[src/rtl/pulse_blinker.sv]
// Stretches single-cycle event strobes into fixed-length LED blinks separated by a dark gap.
// Events that arrive mid-blink are queued in a saturating counter and replayed in arrival order.
module pulse_blinker #(
    parameter int N      = 22,
    parameter int PEND_W = 3
) (
    input  logic              clk,
    input  logic              rstn,
    input  logic              pulse_in,
    output logic              led,
    output logic              busy,
    output logic [PEND_W-1:0] pending,
    output logic              ovf
);

    typedef enum logic [1:0] {
        S_IDLE = 2'd0,
        S_ON   = 2'd1,
        S_GAP  = 2'd2
    } state_t;

    localparam logic [N-1:0]      TIMER_MAX = {N{1'b1}};
    localparam logic [N-1:0]      TIMER_ONE = {{(N-1){1'b0}}, 1'b1};
    localparam logic [PEND_W-1:0] PEND_MAX  = {PEND_W{1'b1}};
    localparam logic [PEND_W-1:0] PEND_ONE  = {{(PEND_W-1){1'b0}}, 1'b1};

    state_t            state_reg, state_next;
    logic [N-1:0]      timer_reg, timer_next;
    logic [PEND_W-1:0] pend_reg, pend_next;
    logic              led_reg;
    logic              ovf_reg, ovf_next;
    logic              consume, dec, inc;

    always_comb begin
        state_next = state_reg;
        timer_next = timer_reg;
        consume    = 1'b0;
        dec        = 1'b0;

        case (state_reg)
            S_IDLE: begin
                timer_next = '0;
                if (pulse_in) begin
                    state_next = S_ON;
                    consume    = 1'b1;
                end else if (pend_reg != '0) begin
                    state_next = S_ON;
                    dec        = 1'b1;
                end
            end
            S_ON: begin
                timer_next = timer_reg + TIMER_ONE;
                if (timer_reg == TIMER_MAX) begin
                    state_next = S_GAP;
                end
            end
            S_GAP: begin
                timer_next = timer_reg + TIMER_ONE;
                if (timer_reg == TIMER_MAX) begin
                    // Queued events go first; a fresh pulse then joins the back of the queue.
                    if (pend_reg != '0) begin
                        state_next = S_ON;
                        dec        = 1'b1;
                    end else if (pulse_in) begin
                        state_next = S_ON;
                        consume    = 1'b1;
                    end else begin
                        state_next = S_IDLE;
                    end
                end
            end
            default: begin
                state_next = S_IDLE;
                timer_next = '0;
            end
        endcase

        inc       = pulse_in && !consume;
        pend_next = pend_reg;
        ovf_next  = ovf_reg;
        if (inc && !dec) begin
            if (pend_reg == PEND_MAX) begin
                ovf_next = 1'b1;
            end else begin
                pend_next = pend_reg + PEND_ONE;
            end
        end else if (dec && !inc) begin
            pend_next = pend_reg - PEND_ONE;
        end
    end

    always_ff @(posedge clk) begin
        if (!rstn) begin
            state_reg <= S_IDLE;
            timer_reg <= '0;
            pend_reg  <= '0;
            led_reg   <= 1'b0;
            ovf_reg   <= 1'b0;
        end else begin
            state_reg <= state_next;
            timer_reg <= timer_next;
            pend_reg  <= pend_next;
            led_reg   <= (state_next == S_ON);
            ovf_reg   <= ovf_next;
        end
    end

    assign led     = led_reg;
    assign busy    = (state_reg != S_IDLE) || (pend_reg != '0);
    assign pending = pend_reg;
    assign ovf     = ovf_reg;

endmodule

[config.mk]
export PLATFORM = sky130hd
export DESIGN_NAME = pulse_blinker
export DESIGN_NICKNAME = d
export VERILOG_FILES = /design/src/rtl/pulse_blinker.sv
export SDC_FILE = /design/constraint.sdc
export NUM_CORES = 1
export LEC_CHECK = 0
export CELL_PAD_IN_SITES_DETAIL_PLACEMENT = 0
export CELL_PAD_IN_SITES_GLOBAL_PLACEMENT = 1
export CORE_MARGIN = 4
export CORE_UTILIZATION = 29
export DETAILED_ROUTE_END_ITERATION = 8
export MAX_ROUTING_LAYER = met4
export PLACE_DENSITY = 0.58
export SLEW_MARGIN = 10
export SYNTH_ARGS = -nofsm -noshare
export SYNTH_HDL_FRONTEND = slang
export SYNTH_SLANG_ARGS = --single-unit
[constraint.sdc]
create_clock -name clk -period 2.8 [get_ports clk]
set_input_delay 0.7 -clock clk [delete_from_list [all_inputs] [get_ports clk]]
set_output_delay 0.7 -clock clk [all_outputs]
set_load 0.1 [all_outputs]
After elaboration in Yosys (flattened, before gate mapping) --
Index checks and enable logic that the tools add are counted.
Storage, ports and cells: register bits after elaboration 29, input bits 3, output and inout port bits 6
Cells by class: add/sub/neg operators 3, equality and inequality tests 6, muxes and demuxes 18, reduce and logical (&&, ||, !) cells 15
Operators with widths (count):
- adder 22 x 1 -> 22 bit (second input constant) | 1
- equality test 22 bit (second input constant) | 1
- 2-to-1 mux 3 bit | 3
- 2-to-1 mux 1 bit | 8
- 2-to-1 mux 2 bit | 4
- one-hot mux 2 bit (3 select lines) | 1
- AND reduction 2 bit | 3
- equality test 2 x 1 -> 1 bit (second input constant) | 2
- one-hot mux 1 bit (2 select lines) | 2
- nonzero test 2 bit | 2
- adder 3 x 1 -> 3 bit (second input constant) | 1
- equality test 3 bit (second input constant) | 1
- logical AND 1 bit | 3
- zero test 1 bit | 3
- nonzero test 3 bit | 1
- subtractor 3 x 1 -> 3 bit (second input constant) | 1
- equality test 2 bit (second input constant) | 1
- zero test 2 bit | 1
- inequality test 2 bit (second input constant) | 1
- OR reduction 2 bit | 1
- logical OR 1 bit | 1

Depth between registers and ports, before layout --
Gate-level depths: netlist (run 1).
depth in word-level cells 10, gate-level depth with buffers 10, depth with buffers taken out 9

Worst setup path after synthesis (run 1) --
Ideal clock, no wire load.
kind reg-to-output, start register pend_reg[0] (netlist: pending[0]), end output busy, data arrival time 1912 ps, required time 2100 ps, setup slack 188 ps, stages on the path, launching flop included 3, cells stage by stage dfxtp_1 -> nor3_1 -> nand2_1
On the way: longest elaborated chain between the ends 2
Ends and longest elaborated chain:
- from (decl) | RTL line 29 | logic [PEND_W-1:0] pend_reg, pend_next;
- from (signal assigned) | RTL line 102 | pend_reg <= pend_next;
- nonzero test 3 bit | RTL line 109 | assign busy = (state_reg != S_IDLE) || (pend_reg != '0);
- logical OR 1 bit | RTL line 109
- to (decl) | RTL line 11 | output logic busy,
No other way between the ends.

Final worst setup path (run 1) --
start input pulse_in, end register pend_reg[2] (netlist: pending[2])
On the way: longest elaborated chain between the ends 10, elaborated cells on any way between the ends 16
Ends and longest elaborated chain:
- from (decl) | RTL line 9 | input logic pulse_in,
- 2-to-1 mux 1 bit | RTL line 43, 64
- 2-to-1 mux 1 bit | RTL line 61 | if (pend_reg != '0) begin
- 2-to-1 mux 1 bit | RTL line 59 | if (timer_reg == TIMER_MAX) begin
- one-hot mux 1 bit (2 select lines) | RTL line 40 | case (state_reg)
- zero test 1 bit | RTL line 78 | inc = pulse_in && !consume;
- logical AND 1 bit | RTL line 78
- zero test 1 bit | RTL line 87 | end else if (dec && !inc) begin
- logical AND 1 bit | RTL line 87
- nonzero test 2 bit (no source line)
- AND reduction 2 bit (no source line)
Parallel ways exist; a longest one is shown, timed or not. A chain may end at the register's enable or synchronous reset.

==> flow_summary.yaml, run 1 <==
worst_hold_path:
  hp-class: "flop to flop"
placed_design:
  finalWeightedCongestion: 0.837
  io_buffers: 8
  placed_area_um2: 1600
  dpl.hpwl_mm: 2.00
synthesis:
  ys_async_sr_fraction_pct: 0
  synthTopCellsByArea: "dfxtp_1 (39%), xor2_1 (8.9%), nor2_1 (5.8%)"
  avgSynthCellArea_um2: 9.12
  netlist_instances: 162
  ys_seq_area_share_pct: 39.3
  synth_top_area_share_pct: 39.3
  synth_area_um2: 1480
  synth_seq_cells: 29
  yosysWarningCount: 0
  yosys_most_used_dff: "dfxtp_1"
  ys_top_cells_by_count: "dfxtp_1 (29), nor2_1 (23), xor2_1 (15)"
  yosysTopAreaCell: "dfxtp_1"
  synth.most_common_cell: "dfxtp_1"
  synthDistinctLibCells: 41
  syn-num-nets: 171
  synth_edf_count: 0
drt:
  firstDrtPassIters: 4
  drtIter0Drc: 61
  via_per_inst: 4.67
  final_antenna_net_count: 0
  wire_per_inst_um: 11.7
  totalWireLength_mm: 2.83
  dr_total_vias: 1129
  drc: 0
clock_network:
  clock-sinks: 29
  clock_path_buffers: 2
  post_cts_buffers: 0
  clk_pin_slew_ns: 0.07
  htreeDepth: 2
  insertion_delay_ns: 0.29
  ctsResizeCount: 0
  cts_tree: "built"
  ctsHoldBuffers: 0
  root_buffer: "clkbuf_8"
  cts_made_buffers: 5
floorplanning:
  die_x_um: 79.4
  start_util_pct: 30.7
  coreArea_um2: 4820
  rows: 25
  ioPinCount: 9
  dieArea_um2: 6300
  die_y_um: 79.4
setup_path:
  start_kind: "input port"
  worst-path-buf-inv: 2
  crit_arrival_ns: 2.82
  path_class: "input port to flop"
  crit_required_ns: 3.03
  crit_fanout: 4
  cpMaxStageDelayCell: "or4b_1"
  crit_family: "simple AND/OR/NAND/NOR gates"
  cpPeakStageDelay_ns: 0.53
  endpoint_kind: "flop"
  path_cells: "clkdlybuf4s50_1 > or2b_1 > a41oi_1 > inv_1 > fa_1 > or4b_1 > nand4_1"
final_layout:
  antenna_cells: 0
  fillCellCount: 508
  areaGrowthSynthToFinish_pct: 16.1
  largest_register_ffs: 22
  layout.nets: 183
  fin_area_um2: 1720
  drive_above_1_share_pct: 16.6
status:
  status: "finished clean"
grt:
  grt_pass1_vias: 1092
  grt_max_degree: 22
  antenna_found_initial: 0
  grt_overflow: 0
  grt_pass1_wl_mm: 4.99
  grt_usage_pct: 10.5
sta:
  finalHoldViolCount: 0
  finalSetupTns_ns: 0
  final.min_clock_period_ns: 2.59
  fmax_ghz: 0.386
  worst_slew_margin_rel_pct: 74.2
  rsz0062_at_grt: "false"
  finClkSkew_ns: 0.00803
  tightest_slew_ns: 0.385
  finalSetupViolCount: 0
  slew_viol_final: 0
  final.period_utilization_pct: 92.6
  fin_hold_ws_ns: 0.464
power_and_ir_drop:
  leakage_nw: 0.667
  power_w: 0.00151
  pwr_density_cell_nw_per_um2: 883
  switching_share_pct: 41.1
  pwr-share-clk_pct: 30.4
  seq_power_share_pct: 32.3
  ir_drop_uv: 579
  p_int_w: 0.000892
  pwr-share-comb_pct: 37.2
  switchingPower_w: 0.000622
job:
  drv_cap: 0
-- per-layer routing --
layer  vias up  global-route usage (%)  wire length (µm)
met5         -                       -                 0
met4         0                    3.61                48
met3         5                    4.06               116
met2        16                    15.2              1260
met1       522                    13.4              1400
li1        586                       -                 -
-- cell usage in the layout, fill, tap and decap left out, drive strengths merged --
cell / instances
a21o: 1
nand2b: 2
mux2i: 2
o21ba: 1
clkdlybuf4s50: 2
xor2: 15
a21oi: 5
a41oi: 1
nor3: 2
dfxtp: 29
a31oi: 3
and4: 4
nor2: 23
buf: 9
fa: 1
o21a: 1
a2bb2oi: 1
ha: 5
inv: 7
clkbuf: 6
xnor2: 3
a32o: 1
o2111ai: 1
and3: 7
clkinvlp: 1
and2: 2
or3: 3
nand4: 8
o21ai: 4
nand3: 8
or4b: 1
or2b: 1
bufinv: 1
nand4b: 1
nand2: 12
a2111oi: 1
-- final timing paths --
kind	startpoint	to	slack, ns	cells after the start
min reg2reg	timer_reg[0]$_SDFF_PN0_	timer_reg[0]$_SDFF_PN0_	0.46	1
max	pulse_in	pending[2]$_SDFFE_PN0P_	0.21	7
max reg2reg	state_reg[0]$_SDFF_PN0_	pending[2]$_SDFFE_PN0P_	0.35	8
min	timer_reg[0]$_SDFF_PN0_	timer_reg[0]$_SDFF_PN0_	0.46	1
-- cells by family after synthesis --
kind of cell               share of synthesized area [%]
DFF                                                 39.3
buffers and inverters                               5.42
and+or+nand+nor                                     27.8
muxes                                               1.35
xor gates and xnor gates                            10.7
adders and majority gates                           5.59
AOI/OAI and AO/OA                                   9.91
-- cell type report --
class                      instances  area [µm²]  area share (%)
clock buffer                       6        82.6            4.81
clock inverter                     2        37.5            2.19
inverter                           7        26.3            1.53
multi-input combinational        120         817            47.6
sequential                        29         581            33.8
tap                               67        83.8            4.89
timing repair buffer              11        87.6            5.11
-- power by group through the flow --
stage                     clock (W)  combinational [W]  sequential [W]
after global routing       0.000493           0.000607        0.000497
after CTS                  0.000476           0.000570        0.000490
after floorplan                   0           0.000295        0.000649
after detailed placement          0           0.000566        0.000499
after global placement            0           0.000563        0.000496
final                      0.000461           0.000564        0.000490
-- metrics by stage --
stage	utilization [%]	worst slack, ns	cells
after floorplan	-	0.188	162
after global placement	33.1	-0.0346	234
after detailed placement	33.1	-0.104	234
after CTS	35.6	0.189	242
after global routing	35.6	0.0800	242
final	35.6	0.208	242
Power figures use the tool's default switching activity.
==> run 2: changes to the inputs <==
--- a/config.mk
+++ b/config.mk
@@ -8,10 +8,10 @@
 export CELL_PAD_IN_SITES_DETAIL_PLACEMENT = 0
 export CELL_PAD_IN_SITES_GLOBAL_PLACEMENT = 1
 export CORE_MARGIN = 4
-export CORE_UTILIZATION = 29
+export CORE_UTILIZATION = 44
 export DETAILED_ROUTE_END_ITERATION = 8
 export MAX_ROUTING_LAYER = met4
-export PLACE_DENSITY = 0.58
+export PLACE_DENSITY = 0.81
 export SLEW_MARGIN = 10
 export SYNTH_ARGS = -nofsm -noshare
 export SYNTH_HDL_FRONTEND = slang
==> run 2 against run 1 <==
- die area fell by 31%
- critical path depth did not move
- global-route usage is 4.2 points higher
- fmax is 1.4% higher
- worst setup slack better by 0.037 ns
- worst hold slack gained 0.012 ns
- sequential share of layout area increased by 2.0 points
- flip-flop and latch count stayed put
- sequential power is essentially flat
- via count increased by 0.27%
- combinational power about the same
- routed wire length shrank 7.1%
==> flow_summary.yaml, run 2 (synthesis gave the netlist of run 1 again) <==
final_layout:
  final_cell_mix: "dfxtp_1 (29), nor2_1 (23), xor2_1 (15), nand2_1 (12), buf_4 (9)"
  utilization_pct: 51.7
  final_common_cell: "dfxtp_1"
  drive_above_1_share_pct: 16.0
  areaGrowthSynthToFinish_pct: 9.48
  layout.nets: 183
  antenna_cells: 0
  largest_register_ffs: 22
drt:
  via_per_inst: 5.17
  final_antenna_net_count: 0
  firstDrtPassIters: 4
  dr_total_vias: 1132
  drtIter0Drc: 28
  wire_per_inst_um: 12.0
  drc: 0
  totalWireLength_mm: 2.63
floorplanning:
  rows: 20
  start_util_pct: 47.2
  die_y_um: 66.0
  ioPinCount: 9
  coreArea_um2: 3130
  die_x_um: 66.0
  dieArea_um2: 4350
placed_design:
  io_buffers: 8
  dpl.hpwl_mm: 1.89
  place_ws_ns: -0.0761
  finalWeightedCongestion: 0.838
power_and_ir_drop:
  pwr_density_cell_nw_per_um2: 799
  pwr-share-clk_pct: 18.6
  p_int_w: 0.000698
  switching_share_pct: 46.0
  switchingPower_w: 0.000595
  seq_power_share_pct: 37.9
  leakage_nw: 0.642
  pwr-share-comb_pct: 43.5
  ir_drop_uv: 596
grt:
  grt_pass1_vias: 1163
  antenna_found_initial: 0
  met3_usage_pct: 5.10
  grt_util_met1_pct: 17.2
  grt_max_degree: 22
  use_met2_pct: 23.7
  grt_usage_pct: 14.7
  grt_overflow: 0
  grt_pass1_wl_mm: 4.83
  busiest_layer: "met2"
setup_path:
  crit_required_ns: 3.06
  r2r-start: "state_reg[0]$_SDFF_PN0_"
  path_class: "input port to flop"
  start_kind: "input port"
  endpoint_kind: "flop"
  crit_fanout: 4
  startpoint: "pulse_in"
  crit_arrival_ns: 2.82
sta:
  final.period_utilization_pct: 91.2
  fmax_ghz: 0.391
  finClkSkew_ns: 0.0119
  rsz0062_at_grt: "false"
  final.min_clock_period_ns: 2.55
  finalSetupViolCount: 0
  tightest_slew_ns: 0.377
  finalHoldViolCount: 0
  slew_viol_final: 0
  worst_slew_margin_rel_pct: 74.8
  setup_slack_ns: 0.245
clock_network:
  clock-sinks: 29
  clk_pin_slew_ns: 0.09
  insertion_delay_ns: 0.33
  htreeDepth: 2
  root_buffer: "clkbuf_4"
  clock_path_buffers: 2
  cts_tree: "built"
  post_cts_buffers: 0
  cts_made_buffers: 5
  ctsResizeCount: 0
  ctsHoldBuffers: 0
worst_hold_path:
  hp-start: "timer_reg[0]$_SDFF_PN0_"
  hp-class: "flop to flop"
status:
  status: "finished clean"
job:
  drv_cap: 0
## run 2: power groups by stage
stage          sequential, W  combinational (W)  clock, W
6_report            0.000490           0.000562  0.000240
5_1_grt             0.000497           0.000609  0.000263
4_1_cts             0.000490           0.000566  0.000251
3_5_place_dp        0.000499           0.000563         0
3_3_place_gp        0.000497           0.000558         0
2_1_floorplan       0.000649           0.000295         0
## run 2: layout make-up
class                   count  area (µm²)
multi-input cells         120         817
clock inverters             2        10.0
repair buffers             11        87.6
fillers                   300        1510
flip-flops and latches     29         581
inverters                   7        26.3
clock buffers               6        41.3
well taps                  44        55.1
## run 2: per-layer routing
layer / up-vias / wire length, µm
met4: 0 / 39
met1: 533 / 1310
li1: 583 / -
met2: 11 / 1180
met3: 5 / 92
met5: - / 0
## run 2: metrics by stage
step | hold WS (ns) | TNS [ns] | power (W) | instances | area, µm²
6_report | 0.475 | 0 | 0.00129 | 219 | 1620
5_1_grt | 0.511 | 0 | 0.00137 | 219 | 1620
4_1_cts | 0.475 | 0 | 0.00131 | 219 | 1620
3_5_place_dp | 0.455 | -0.0761 | 0.00106 | 211 | 1570
3_3_place_gp | 0.449 | -0.0195 | 0.00105 | 211 | 1570
2_1_floorplan | 0.426 | 0 | 0.000943 | 162 | 1480
## run 2: worst paths after layout
kind                                           endpoint  cells past startpoint  slack, ns
worst max-delay path            pending[2]$_SDFFE_PN0P_                      7       0.25
worst min-delay path            timer_reg[0]$_SDFF_PN0_                      1       0.48
worst max register to register  pending[2]$_SDFFE_PN0P_                      8       0.33
worst min register to register  timer_reg[0]$_SDFF_PN0_                      1       0.48
## run 2: worst max-delay path, stage by stage
cell and delay [ns]:
clkdlybuf4s50_1 0.49, or2b_1 0.24, a41oi_1 0.21, inv_1 0.10, fa_1 0.43, or4b_1 0.54, nand4_1 0.11
==> run 3: changes to the inputs <==
--- a/config.mk
+++ b/config.mk
@@ -7,7 +7,7 @@
 export LEC_CHECK = 0
 export CELL_PAD_IN_SITES_DETAIL_PLACEMENT = 0
 export CELL_PAD_IN_SITES_GLOBAL_PLACEMENT = 1
-export CORE_MARGIN = 4
+export CORE_MARGIN = 2
 export CORE_UTILIZATION = 44
 export DETAILED_ROUTE_END_ITERATION = 8
 export MAX_ROUTING_LAYER = met4
==> run 3 against run 2 <==
- sequential share of layout area is 0.17 points lower
- fmax is 0.83% higher
- non-clock buffer count is 1 higher
- routed wire length is 2.9% higher
- critical path depth stayed put
- count of clock-buffer cells in the layout is 2 higher
- clock skew is 0.0075 ns lower
- critical path type unchanged
- critical endpoint unchanged
- highest routed layer unchanged
==> flow_summary.yaml, run 3 (synthesis gave the netlist of run 1 again) <==
status:
  status: "finished clean"
floorplanning:
  coreArea_um2: 3280
  dieArea_um2: 3840
  start_util_pct: 45.0
  die_x_um: 62.0
  die_y_um: 62.0
  rows: 21
  ioPinCount: 9
setup_path:
  crit_arrival_ns: 2.79
  ff2ff_path_depth: 8
  endpoint_kind: "flop"
  crit_required_ns: 3.06
  path_cells: "clkdlybuf4s50_1 > or2b_1 > a41oi_1 > inv_1 > fa_1 > or4b_1 > nand4_1"
  crit_family: "simple AND/OR/NAND/NOR gates"
  cpPeakStageDelay_ns: 0.53
  cpMaxStageDelayCell: "or4b_1"
  crit_fanout: 4
  path_class: "input port to flop"
  start_kind: "input port"
  worst-path-buf-inv: 2
  cp.depth: 7
sta:
  finClkSkew_ns: 0.00438
  finalSetupViolCount: 0
  fmax_ghz: 0.395
  worst_slew_margin_rel_pct: 54.9
  slew_viol_final: 0
  finalHoldViolCount: 0
  fin_hold_ws_ns: 0.472
  rsz0062_at_grt: "false"
  final.min_clock_period_ns: 2.53
  final.period_utilization_pct: 90.5
  tightest_slew_ns: 0.675
worst_hold_path:
  worstHoldPathCells: 1
  hp-class: "flop to flop"
clock_network:
  insertion_delay_ns: 0.31
  root_buffer: "clkbuf_4"
  htreeDepth: 2
  cts_made_buffers: 5
  clock_path_buffers: 2
  ctsHoldBuffers: 0
  ctsResizeCount: 0
  clock-sinks: 29
  cts_tree: "built"
  post_cts_buffers: 0
  clk_pin_slew_ns: 0.09
final_layout:
  antenna_cells: 0
  areaGrowthSynthToFinish_pct: 9.99
  fillCellCount: 314
  final_cell_mix: "dfxtp_1 (29), nor2_1 (23), xor2_1 (15), nand2_1 (12), buf_4 (10)"
  layout.nets: 184
  instances_no_fill: 222
  multi_input_area_um2: 817
  final_common_cell: "dfxtp_1"
  largest_register_ffs: 22
  final-seq-area_um2: 581
  drive_above_1_share_pct: 15.3
drt:
  totalWireLength_mm: 2.70
  final_antenna_net_count: 0
  via_per_inst: 5.30
  drc: 0
  drtIter0Drc: 25
  wire_per_inst_um: 12.2
  dr_total_vias: 1177
  firstDrtPassIters: 4
placed_design:
  finalWeightedCongestion: 0.760
  dp.cells: 214
  dpl.hpwl_mm: 1.98
  io_buffers: 8
grt:
  grt_pass1_wl_mm: 4.84
  grt_usage_pct: 17.8
  grt_max_degree: 22
  antenna_found_initial: 0
  grt_overflow: 0
  grt_pass1_vias: 1142
job:
  drv_cap: 0
power_and_ir_drop:
  leakage_nw: 0.642
  pwr_density_cell_nw_per_um2: 795
  ir_drop_uv: 953
[run 3: cell count changes in the layout (fill, tap and decap cells not counted)]
cell	previous run	this run
buf_4	9	10
clkinv_2	2	0
clkbuf_1	1	3
[run 3: where the power goes]
part / internal [W] / switching (W) / total (W) / leakage [nW]
combinational: 0.000153 / 0.000414 / 0.000566 / 0.380
sequential: 0.000447 / 0.0000443 / 0.000491 / 0.235
clock: 0.0000999 / 0.000134 / 0.000234 / 0.0265
total: 0.000700 / 0.000592 / 0.00129 / 0.642
[run 3: worst paths after layout]
kind	endpoint	slack [ns]	start
worst max-delay path	pending[2]$_SDFFE_PN0P_	0.27	pulse_in
worst min-delay path	timer_reg[0]$_SDFF_PN0_	0.47	timer_reg[0]$_SDFF_PN0_
worst max register to register	pending[2]$_SDFFE_PN0P_	0.35	state_reg[1]$_SDFF_PN0_
worst min register to register	timer_reg[0]$_SDFF_PN0_	0.47	timer_reg[0]$_SDFF_PN0_
[run 3: worst reg2reg max path: stages (launching register included)]
cell     delay, ns
dfxtp_1       0.41
inv_1         0.11
ha_1          0.25
or2b_1        0.25
a41oi_1       0.22
inv_1         0.10
fa_1          0.43
or4b_1        0.53
nand4_1       0.10
[run 3: layout make-up]
class | instances | area share, %
inverter | 7 | 1.62
multi-input combinational | 120 | 50.3
tap | 46 | 3.54
sequential | 29 | 35.7
timing repair buffer | 12 | 5.85
clock buffer | 8 | 3.00
[run 3: per-layer routing]
metal / track usage (%) / wire, µm / up-vias
met5: - / 0 / -
met1: 20.9 / 1200 / 562
met2: 28.7 / 1340 / 21
met4: 8.21 / 51 / 0
li1: - / - / 587
met3: 3.93 / 104 / 7
[run 3: metrics by stage]
stage / setup TNS (ns) / total power [W] / cell area (µm²) / worst slack (ns) / util (%)
after floorplan: 0 / 0.000943 / 1480 / 0.188 / -
after global placement: 0 / 0.00106 / 1580 / 0.0165 / 48.0
after detailed placement: -0.0461 / 0.00107 / 1580 / -0.0461 / 48.0
after CTS: 0 / 0.00130 / 1630 / 0.280 / 49.5
after global routing: 0 / 0.00137 / 1630 / 0.158 / 49.5
final: 0 / 0.00129 / 1630 / 0.266 / 49.5
